==> src/rtl/gpio_access_arb.sv <==
// Two-master round-robin arbiter serialising single-cycle commands onto the GPIO register interface.
// Optional exclusive-ownership locking is enabled by defining GPIO_ARB_LOCK_EN.
module gpio_access_arb #(
  parameter int unsigned ADDR_W = 32,
  parameter int unsigned DATA_W = 32
) (
  input  logic              clk,
  input  logic              rst,
  input  logic              m0_req_i,
  input  logic              m0_we_i,
  input  logic [ADDR_W-1:0] m0_addr_i,
  input  logic [DATA_W-1:0] m0_wdata_i,
  output logic              m0_busy_o,
  output logic              m0_ack_o,
  output logic [DATA_W-1:0] m0_rdata_o,
  input  logic              m1_req_i,
  input  logic              m1_we_i,
  input  logic [ADDR_W-1:0] m1_addr_i,
  input  logic [DATA_W-1:0] m1_wdata_i,
  output logic              m1_busy_o,
  output logic              m1_ack_o,
  output logic [DATA_W-1:0] m1_rdata_o,
  output logic [ADDR_W-1:0] reg_addr_o,
  output logic [DATA_W-1:0] reg_wdata_o,
  output logic              reg_wen_o,
  output logic              reg_ren_o,
  input  logic [DATA_W-1:0] reg_rdata_i
`ifdef GPIO_ARB_LOCK_EN
  ,
  input  logic              m0_lock_i,
  input  logic              m1_lock_i
`endif
);

  typedef enum logic [1:0] {S_IDLE, S_XFER, S_RESP} state_t;

  state_t            state_q;
  logic [1:0]        req_w, we_w;
  logic [ADDR_W-1:0] addr_w  [2];
  logic [DATA_W-1:0] wdata_w [2];

  logic [1:0]        pend_q, we_q, ack_q;
  logic [ADDR_W-1:0] addr_q  [2];
  logic [DATA_W-1:0] wdata_q [2];
  logic [DATA_W-1:0] rdata_q [2];
  logic              gnt_q, last_q;

  logic [ADDR_W-1:0] reg_addr_q;
  logic [DATA_W-1:0] reg_wdata_q;
  logic              reg_wen_q, reg_ren_q;

  logic [1:0]        elig;
  logic              pick, other;

  assign req_w      = {m1_req_i, m0_req_i};
  assign we_w       = {m1_we_i, m0_we_i};
  assign addr_w[0]  = m0_addr_i;
  assign addr_w[1]  = m1_addr_i;
  assign wdata_w[0] = m0_wdata_i;
  assign wdata_w[1] = m1_wdata_i;

`ifdef GPIO_ARB_LOCK_EN
  logic [1:0] lock_w, lock_q;
  logic       own_vld_q, own_q, own_vld_d, own_d;

  assign lock_w = {m1_lock_i, m0_lock_i};

  // Ownership is resolved in the RESP cycle so the re-arbitration in that same cycle already sees it.
  always_comb begin
    own_vld_d = own_vld_q;
    own_d     = own_q;
    if (state_q == S_RESP) begin
      if (lock_q[gnt_q]) begin
        own_vld_d = 1'b1;
        own_d     = gnt_q;
      end else if (own_q == gnt_q) begin
        own_vld_d = 1'b0;
      end
    end
  end

  assign elig = own_vld_d ? (pend_q & (own_d ? 2'b10 : 2'b01)) : pend_q;
`else
  assign elig = pend_q;
`endif

  assign pick  = (elig == 2'b11) ? ~last_q : elig[1];
  assign other = ~gnt_q;

  always_ff @(posedge clk) begin
    if (rst) begin
      state_q     <= S_IDLE;
      pend_q      <= '0;
      we_q        <= '0;
      ack_q       <= '0;
      gnt_q       <= 1'b0;
      last_q      <= 1'b1;
      reg_addr_q  <= '0;
      reg_wdata_q <= '0;
      reg_wen_q   <= 1'b0;
      reg_ren_q   <= 1'b0;
      for (int unsigned i = 0; i < 2; i++) begin
        addr_q[i[0]]  <= '0;
        wdata_q[i[0]] <= '0;
        rdata_q[i[0]] <= '0;
      end
`ifdef GPIO_ARB_LOCK_EN
      lock_q    <= '0;
      own_vld_q <= 1'b0;
      own_q     <= 1'b0;
`endif
    end else begin
      for (int unsigned i = 0; i < 2; i++) begin
        if (req_w[i[0]] && !pend_q[i[0]]) begin
          pend_q[i[0]]  <= 1'b1;
          we_q[i[0]]    <= we_w[i[0]];
          addr_q[i[0]]  <= addr_w[i[0]];
          wdata_q[i[0]] <= wdata_w[i[0]];
`ifdef GPIO_ARB_LOCK_EN
          lock_q[i[0]]  <= lock_w[i[0]];
`endif
        end
      end

      ack_q       <= '0;
      reg_addr_q  <= '0;
      reg_wdata_q <= '0;
      reg_wen_q   <= 1'b0;
      reg_ren_q   <= 1'b0;

      case (state_q)
        S_IDLE: begin
          if (elig != 2'b00) begin
            gnt_q       <= pick;
            last_q      <= pick;
            reg_addr_q  <= addr_q[pick];
            reg_wdata_q <= wdata_q[pick];
            reg_wen_q   <= we_q[pick];
            reg_ren_q   <= ~we_q[pick];
            state_q     <= S_XFER;
          end
        end
        S_XFER: begin
          rdata_q[gnt_q] <= we_q[gnt_q] ? '0 : reg_rdata_i;
          ack_q[gnt_q]   <= 1'b1;
          state_q        <= S_RESP;
        end
        S_RESP: begin
          pend_q[gnt_q] <= 1'b0;
          if (elig[other]) begin
            gnt_q       <= other;
            last_q      <= other;
            reg_addr_q  <= addr_q[other];
            reg_wdata_q <= wdata_q[other];
            reg_wen_q   <= we_q[other];
            reg_ren_q   <= ~we_q[other];
            state_q     <= S_XFER;
          end else begin
            state_q <= S_IDLE;
          end
        end
        default: state_q <= S_IDLE;
      endcase

`ifdef GPIO_ARB_LOCK_EN
      own_vld_q <= own_vld_d;
      own_q     <= own_d;
`endif
    end
  end

  assign m0_busy_o   = pend_q[0];
  assign m1_busy_o   = pend_q[1];
  assign m0_ack_o    = ack_q[0];
  assign m1_ack_o    = ack_q[1];
  assign m0_rdata_o  = rdata_q[0];
  assign m1_rdata_o  = rdata_q[1];
  assign reg_addr_o  = reg_addr_q;
  assign reg_wdata_o = reg_wdata_q;
  assign reg_wen_o   = reg_wen_q;
  assign reg_ren_o   = reg_ren_q;

endmodule
==> config.mk <==
export PLATFORM = sky130hd
export DESIGN_NAME = gpio_access_arb
export DESIGN_NICKNAME = d
export VERILOG_FILES = /design/src/rtl/gpio_access_arb.sv
export SDC_FILE = /design/constraint.sdc
export NUM_CORES = 1
export LEC_CHECK = 0
export ABC_CLOCK_PERIOD_IN_PS = 2900
export CELL_PAD_IN_SITES_DETAIL_PLACEMENT = 2
export CELL_PAD_IN_SITES_GLOBAL_PLACEMENT = 2
export CORE_AREA = 2 2 211 192
export DETAILED_ROUTE_END_ITERATION = 16
export DIE_AREA = 0 0 213 194
export HOLD_SLACK_MARGIN = 0.06
export PLACE_DENSITY_LB_ADDON = 0.1
export SLEW_MARGIN = 20
export SYNTH_ARGS = -nofsm -noshare
export SYNTH_HDL_FRONTEND = slang
export SYNTH_SLANG_ARGS = --single-unit
==> constraint.sdc <==
create_clock -name clk -period 2.9 [get_ports clk]
set_clock_uncertainty 0.15 [all_clocks]
set_input_delay 0.58 -clock clk [delete_from_list [all_inputs] [get_ports clk]]
set_output_delay 0.58 -clock clk [all_outputs]
set_load 0.01 [all_outputs]
==> flow_summary.yaml <==
placed_design:
  dp_hpwl_microns: 22500
  portBuffers: 299
  place_area_sq_um: 14600
  gp_congestion: 0.719
synth:
  synth-async-reset-ratio_pct: 0
  yosysWarnings: 0
  synth.avg_cell_area_sq_um: 13.0
  synth_nets: 995
  synth_seq_cells: 268
  netlist_instances: 829
  ys.flop_type: "edfxtp_1"
  ys_types: 31
  synthesis.area_sq_um: 10800
  ys_seq_area_share_pct: 67.4
  synth_edf_count: 192
die:
  die_w_microns: 213
  coreArea_sq_um: 39100
  fp.dieH_microns: 194
  start_util_pct: 27.6
  ios: 300
  dieArea_sq_um: 41300
  rows: 69
sta:
  min_period_over_period_pct: 91.2
  finalCriticalPeriod_ns: 2.65
  setup_tns_ns: 0
  slew_headroom_pct: 48.6
  rsz0062_at_grt: "false"
  finalSetupViolCount: 0
  final_hold_viol_count: 0
  worst_slew_pin_slew_ns: 0.769
  drv_slew: 0
  fmax_ghz: 0.378
min_path:
  hp-class: "flop to flop"
  hp-start: "last_q"
  min_path_cells: 1
  hold_end: "last_q"
clocking:
  cts_buffer_depth: 3
  cts_setup_buffers: 0
  clk_pin_slew_ns: 0.06
  ctsHoldBuffers: 0
  cts_root_buf: "clkbuf_16"
  cts-htree-levels: 1
  clock_latency_ns: 0.58
  cts_buffers: 31
  clock_sinks: 268
  cts_resized: 0
  cts_tree: "done"
run_status:
  status: "finished clean"
route:
  vias: 7707
  wl_met1_microns: 14800
  ant_nets: 0
  drc: 0
  wl_met2_microns: 17000
  drt-initial-drc-count: 328
  highest_layer: "met5"
  drtPass1Iterations: 4
  wl_per_cell_microns: 20.5
  wirelength_microns: 34500
  wl_met3_microns: 1820
  routed_via_density: 4.58
run:
  drv_cap: 0
final_layout:
  diodes: 0
  area_growth_pct: 43.9
  drive_gt1_share_pct: 10.2
  postLayoutCellArea_sq_um: 15600
  mostFrequentLayoutCells: "clkdlybuf4s50_1 (299), edfxtp_1 (192), and2_1 (168)"
  final_common_cell: "clkdlybuf4s50_1"
  nNetsFinal: 1292
critical_path:
  reg2regPathDepth: 4
  r2r_end: "addr_q[1][9]"
  worst-setup-path-type: "flop to output port"
  worstPathCellList: "clkdlybuf4s50_1"
  slowest_delay_ns: 0.68
  r2r_start: "elig[1]"
  path_max_fanout: 37
  crit_arrival_ns: 1.92
  cp-start-kind: "flop"
  cp-end-kind: "output port"
  worstPathRequired_ns: 2.17
  cp_top_family: "buffers and inverters"
  crit_buf_inv: 1
  cp.depth: 1
  crit_path_top_delay_cell: "clkdlybuf4s50_1"
  reg2reg_slack_ns: 0.83
power:
  leakage_nw: 5.53
  powerDensity_nw_per_um2: 621
  ir_drop_mv: 0.344
global_route:
  grt_pass1_wl_microns: 51100
  first_global_vias: 8336
  grt_overflow: 0
  grtUsageTotal_pct: 16.3
  antenna_found_initial: 1
  grt_max_degree: 77
per-layer routing:
metal / up-vias / global-route usage, %
met5: - / 0
met4: 2 / 4.20
met1: 3845 / 20.1
li1: 3602 / -
met3: 49 / 3.68
met2: 209 / 28.8
worst max-delay path by stage:
stage	from	endpoint
floorplan	rst	addr_q[0][0]
global placement	rst	reg_addr_o[30]
detailed placement	rst	reg_wdata_o[1]
CTS	elig[1]	m1_busy_o
global route	elig[1]	m1_busy_o
finish	elig[1]	m1_busy_o
stage by stage:
| stage | power, mW | std cells | utilization, % | hold slack [ns] | setup slack, ns |
|---|---|---|---|---|---|
| after floorplan | 5.17 | 829 | - | 0.308 | 0.605 |
| after global placement | 5.90 | 1625 | 37.2 | 0.352 | 0.394 |
| after detailed placement | 5.94 | 1625 | 37.2 | 0.357 | 0.303 |
| after CTS | 9.84 | 1682 | 39.8 | 0.373 | 0.172 |
| after global routing | 10.1 | 1682 | 39.8 | 0.398 | 0.151 |
| final | 9.67 | 1682 | 39.8 | 0.366 | 0.254 |
final cells by class:
cell class | instances | area [sq um]
fill | 4023 | 23500
sequential | 268 | 7290
timing repair buffer | 328 | 3320
multi-input combinational | 492 | 3260
clock buffer | 47 | 916
tap | 532 | 666
clock inverter | 10 | 81.3
inverter | 5 | 18.8
synthesized netlist by cell type (all sizes together) (2+ instances only):
cell type,n,share of area [%]
a21boi,2,0.14
a21oi,66,3.1
a22o,4,0.32
a311oi,2,0.16
and2,195,12
buf,19,1.1
clkbuf,45,1.6
dfxtp,76,14
edfxtp,192,53
inv,5,0.17
mux2i,66,6.1
nand2b,6,0.35
nor2,9,0.31
nor3,3,0.24
o21ai,67,3.1
o22ai,64,3.7
or2,2,0.12
kinds of logic after synthesis:
| kind of cell | after synthesis | synth area share (%) |
|---|---|---|
| AOI/OAI and AO/OA | 207 | 10.7 |
| buffers and inverters | 69 | 2.89 |
| DFF | 268 | 67.4 |
| muxes | 66 | 6.11 |
| and+or+nand+nor | 219 | 12.9 |
power breakdown:
| group | total [mW] | internal (mW) | switching, mW | leakage [nW] |
|---|---|---|---|---|
| Clock | 3.83 | 2.25 | 1.58 | 0.488 |
| Sequential | 4.58 | 4.42 | 0.164 | 2.66 |
| Combinational | 1.25 | 0.662 | 0.591 | 2.38 |
sequential cells by signal, summed over array words and instances (netlist names):
signal	cells
gnt_q	1
reg_ren_o	1
last_q	1
reg_wdata_o	32
we_q	2
elig	2
wdata_q	64
state_q	2
reg_wen_o	1
reg_addr_o	32
rdata_q	64
ack_q	2
addr_q	64
No activity file was read; power rests on OpenSTA's default activity.
